===== config.mk =====
export PLATFORM = sky130hd
export DESIGN_NAME = seg14_scroll_mux
export DESIGN_NICKNAME = d
export VERILOG_FILES = /design/src/rtl/seg14_scroll_mux.sv
export SDC_FILE = /design/constraint.sdc
export NUM_CORES = 1
export LEC_CHECK = 0
export ABC_AREA = 1
export BUFFER_PORTS_ARGS = -buffer_cell sky130_fd_sc_hd__buf_2
export CELL_PAD_IN_SITES_DETAIL_PLACEMENT = 0
export CELL_PAD_IN_SITES_GLOBAL_PLACEMENT = 1
export CORE_MARGIN = 2
export CORE_UTILIZATION = 35
export DETAILED_ROUTE_END_ITERATION = 12
export PLACE_DENSITY_LB_ADDON = 0.1
export SLEW_MARGIN = 0
export SYNTH_ARGS = -nofsm -noshare
export SYNTH_HDL_FRONTEND = slang
export SYNTH_SLANG_ARGS = --single-unit

===== constraint.sdc =====
create_clock -name clk -period 4.7 [get_ports clk]
set_input_delay 0.94 -clock clk [delete_from_list [all_inputs] [get_ports clk]]
set_output_delay 0.94 -clock clk [all_outputs]
set_load 0.005 [all_outputs]

===== src/rtl/seg14_scroll_mux.sv =====
// seg14_scroll_mux: scanned 14-segment digit driver with message buffer, static/scroll/blink/off modes
module seg14_scroll_mux #(
  parameter int DIGITS        = 12,
  parameter int MSG_LEN       = 32,
  parameter int SCAN_DIV      = 1,
  parameter int SCROLL_FRAMES = 64,
  parameter int AW            = $clog2(MSG_LEN),
  parameter int LW            = $clog2(MSG_LEN + 1)
) (
  input  logic              clk,
  input  logic              rst_n,
  input  logic              wr_en,
  input  logic [AW-1:0]     wr_addr,
  input  logic [13:0]       wr_data,
  input  logic [LW-1:0]     msg_len,
  input  logic [1:0]        mode,
  output logic [DIGITS-1:0] sel,
  output logic [13:0]       segm,
  output logic              frame_done
);
  localparam int PW = SCAN_DIV > 1 ? $clog2(SCAN_DIV) : 1;
  localparam int DW = $clog2(DIGITS);
  localparam int FW = SCROLL_FRAMES > 1 ? $clog2(SCROLL_FRAMES) : 1;
  localparam logic [AW:0] ML = MSG_LEN;
  typedef enum logic [1:0] {M_STATIC, M_SCROLL, M_BLINK, M_OFF} mode_t;
  logic [13:0] mem [MSG_LEN];
  logic [PW-1:0] pre;
  logic [DW-1:0] dig, dig_n;
  logic [FW-1:0] fc;
  logic [AW-1:0] offset, ptr, base, off_n, ptr_n;
  logic [LW-1:0] len_q, nl, e_len;
  logic phase, phase_n, e_phase, tick, wrap, fc_wrap;
  mode_t mode_q, e_mode;
  logic [13:0] stat_g, glyph;
  // At a frame wrap the new frame's length/mode/offset/phase are used
  // combinationally so digit 0 already shows the freshly latched settings.
  always_comb begin
    tick = pre == PW'(SCAN_DIV - 1);
    wrap = tick && dig == DW'(DIGITS - 1);
    dig_n = wrap ? '0 : dig + DW'(1);
    fc_wrap = fc == FW'(SCROLL_FRAMES - 1);
    nl = msg_len == '0 ? LW'(1) : msg_len > LW'(MSG_LEN) ? LW'(MSG_LEN) : msg_len;
    base = LW'(offset) >= nl ? '0 : offset;
    off_n = fc_wrap && mode_q == M_SCROLL ? (LW'(base) + LW'(1) == nl ? '0 : base + AW'(1)) : base;
    phase_n = mode_q == M_BLINK && (fc_wrap ? !phase : phase);
    e_len = wrap ? nl : len_q;
    e_mode = wrap ? mode_t'(mode) : mode_q;
    e_phase = wrap ? phase_n : phase;
    ptr_n = wrap ? off_n : (LW'(ptr) + LW'(1) == len_q ? '0 : ptr + AW'(1));
    stat_g = LW'(dig_n) < e_len ? mem[AW'(dig_n)] : '0;
    glyph = e_mode == M_SCROLL ? mem[ptr_n] : e_mode == M_BLINK && e_phase ? '0 : stat_g;
  end
  always_ff @(posedge clk or negedge rst_n)
    if (!rst_n) begin
      pre <= '0;
      dig <= DW'(DIGITS - 1);
      fc <= '0;
      offset <= '0;
      phase <= 1'b0;
      len_q <= LW'(1);
      mode_q <= M_STATIC;
      ptr <= '0;
      sel <= '0;
      segm <= '0;
      frame_done <= 1'b0;
      for (int i = 0; i < MSG_LEN; i++) mem[i] <= '0;
    end else begin
      pre <= tick ? '0 : pre + PW'(1);
      frame_done <= wrap;
      if (wr_en && {1'b0, wr_addr} < ML) mem[wr_addr] <= wr_data;
      if (tick) begin
        dig <= dig_n;
        ptr <= ptr_n;
        sel <= e_mode == M_OFF ? '0 : DIGITS'(1) << dig_n;
        segm <= e_mode == M_OFF ? '0 : glyph;
      end
      if (wrap) begin
        len_q <= nl;
        mode_q <= mode_t'(mode);
        offset <= off_n;
        fc <= fc_wrap ? '0 : fc + FW'(1);
      end
      phase <= wrap ? phase_n : phase && mode_q == M_BLINK;
    end
endmodule


==> flow_summary.ini <==
[floorplan]
io_pins = 57
die_width_um = 274.6
dieArea_mm2 = 0.07539
die_h_um = 274.6
coreArea_mm2 = 0.07271
initial_core_util_pct = 35.24
core.rowCount = 99

[run]
maxCapViolCount = 0

[critical_path]
crit_type = input port to flop
crit_required_ns = 5.28
start_kind = input port
slowest_delay_ns = 0.30
end_kind = flop
crit_slowest_cell = ha_1
crit_top_cell = nand2_1
cp.arrival_ns = 5.02
crit_path_max_fanout = 14

[layout]
final_common_cell = nand2_1
final_util_pct = 41.43
antennaDiodeCount = 0
area_growth_pct = 17.57
final-seq-area_mm2 = 0.01262
layout-drive-gt1-share_pct = 11.80
layout.nets = 3403
final_cell_mix = 975 x nand2_1, 714 x nand3_1, 500 x dfrtp_1
multi_input_area_mm2 = 0.01152
nFillCells = 7447

[clock_network]
clkSinkCount = 504
clk_pin_slew_worst_paths_ns = 0.06
htreeDepth = 2
clock_path_buffers = 3
cts_root_buffer = clkbuf_16
holdBufCountCts = 0
clock_latency_ns = 0.64
cts_buffers = 59
cts_tree = yes

[yosys]
yosys_register_bits = 504
synthAdderAreaFrac_pct = 0.7813
avgSynthCellArea_um2 = 7.738
yosysWarnings = 0
synth_top_cell_by_area = dfrtp_1
synthMuxAreaShare_pct = 0.03907
synth_top_family_by_area = simple AND/OR/NAND/NOR gates
synth_xor_area_share_pct = 0.3418
syn_area_mm2 = 0.02562
yosys_most_used_dff = dfrtp_1
yosys.area_share.simple_pct = 30.97
synth.distinct_cells = 38
seq_area_frac_synth_pct = 49.24
synth-edff-count = 0
syn-num-nets = 3357
synth_area_leaders = dfrtp_1 49%, nand2_1 14%, nand3_1 14%
synth_top_area_share_pct = 48.83
async_flop_share_pct = 100.0
synth-compound-area-share_pct = 12.27
synthCells = 3311

[sta]
hold_viol_final = 0
clock_skew_ns = 0.02904
fmax_ghz = 0.2250
period_needed_ns = 4.444
slew_viol_final = 0
period_share_pct = 94.56
finalSetupViolCount = 0
tightest_slew_ns = 1.201
fin_hold_ws_ns = 0.3627
maxSlewHeadroom_pct = 19.74
rsz0062_at_grt = true

[hold_path]
hp-class = input port to async pin

[global_route]
grt_pass1_vias = 23025
grt_max_degree = 113
antenna_found_initial = 6
grt_pass1_wl_mm = 151.2
grt_overflow = 0
gr-usage-all-layers_pct = 26.43

[detailed_routing]
dr.pass1.iters = 6
postRouteAntennaNets = 0
routed_wl_mm = 99.06
wl_per_cell_um = 22.69
drc_errors = 0
drt_iter0_drc = 2219
avgViaCountPerCell = 5.499
num_vias = 24001

[placement]
hpwl_mm = 62.81
numPortBuffers = 56
gp_congestion = 0.8767

[power]
ir_worst_vdd_v = 0.0003148
p_per_area_mw_per_mm2 = 580.8
p_leak_nw = 13.77

[status]
status = finished clean
kinds of logic (layout without fill, tap and decap cells):
group,Yosys count,after routing
flops,504,504
xor+xnor,10,10
simple gates,1826,1826
mux,1,1
buf+inv,373,468
compound gates,581,581
fa+ha+maj,16,16
cells in the mapped netlist (2+ instances only):
cell and number:
xor2_1 7, inv_2 2, clkbuf_1 190, dfrtp_1 500, nor2_1 57, dfstp_2 4, o2111ai_1 2, o22ai_1 3
clkinv_1 2, a31oi_1 2, buf_1 15, buf_4 25, a211oi_1 2, nand4_1 20, nor3_1 15, nand2_2 3
nor4_1 10, nor2_4 2, xnor2_1 3, ha_1 16, nand3b_1 11, nand3_1 723, a21oi_1 66, buf_6 12
nand3_2 2, inv_1 93, o21ai_1 5, o21ai_0 446, o211ai_1 26, buf_2 34, a32o_1 27, nand2_1 980
timing repair:
| item | 4_1_cts | 5_1_grt |
|---|---|---|
| setup buffers | 0 | 2 |
| gates resized for setup | 0 | 13 |
| endpoints found under the hold margin | 0 | 0 |
| setup endpoints to repair | 0 | 8 |
registers in the layout, summed over array words and instances, names as in the netlist:
name,cells
mem,448
segm,14
sel,12
fc,6
len_q,6
offset,5
ptr,5
dig,4
mode_q,2
frame_done,1
phase,1
worst max-delay path: cells and delay by family:
kind | cells | cell delay [ns]
buffers and inverters | 4 | 0.48
adders and majority gates | 2 | 0.51
AOI/OAI and AO/OA | 1 | 0.15
and+or+nand+nor | 25 | 2.92
path summary, 6_finish.rpt:
path                                             from                    to  slack, ns  cells after the start
worst max-delay path                       msg_len[1]     segm[9]$_DFF_PN0_       0.26                     32
worst min-delay path                            rst_n      sel[6]$_DFF_PN0_       0.36                      1
worst max register to register  offset[3]$_DFFE_PN0P_     segm[9]$_DFF_PN0_       0.55                     27
worst min register to register   mem[180]$_DFFE_PN0P_  mem[180]$_DFFE_PN0P_       0.48                      2
min in group clk                 mem[180]$_DFFE_PN0P_  mem[180]$_DFFE_PN0P_       0.48                      2
max in group asynchronous                       rst_n   mem[30]$_DFFE_PN0P_       3.30                      2
layout make-up:
type                    count  area share, %
flip-flops and latches    504          41.88
multi-input cells        2434          38.23
repair buffers            261          7.451
clock buffers              87          5.989
well taps                 959          3.983
clock inverters            23          1.246
inverters                  97          1.217
per-stage QoR:
step / setup slack, ns / instances / instance area, µm² / setup TNS (ns) / power, mW
6_report: 0.2558 / 4365 / 30130 / 0 / 17.50
4_1_cts: 0.1984 / 4363 / 30050 / 0 / 17.56
5_1_grt: -0.003618 / 4365 / 30130 / -0.006949 / 18.55
2_1_floorplan: 0.6339 / 3311 / 25620 / 0 / 9.278
3_5_place_dp: -0.4305 / 4253 / 27870 / -3.626 / 12.36
3_3_place_gp: -0.4246 / 4253 / 27870 / -3.413 / 12.34
routing by layer:
metal,track usage [%],vias up,routed length [µm]
li1,-,11272,-
met1,37.30,11817,45090
met2,42.01,741,45310
met3,3.919,165,5743
met4,7.866,6,2836
met5,0,-,73
power breakdown:
| part | switching [mW] | internal, mW | leakage (nW) | total [mW] |
|---|---|---|---|---|
| Clock | 1.94 | 3.19 | 1.07 | 5.13 |
| Sequential | 0.598 | 5.14 | 6.51 | 5.73 |
| Combinational | 4.16 | 2.48 | 6.19 | 6.64 |
(Power assumes the default switching activity.)
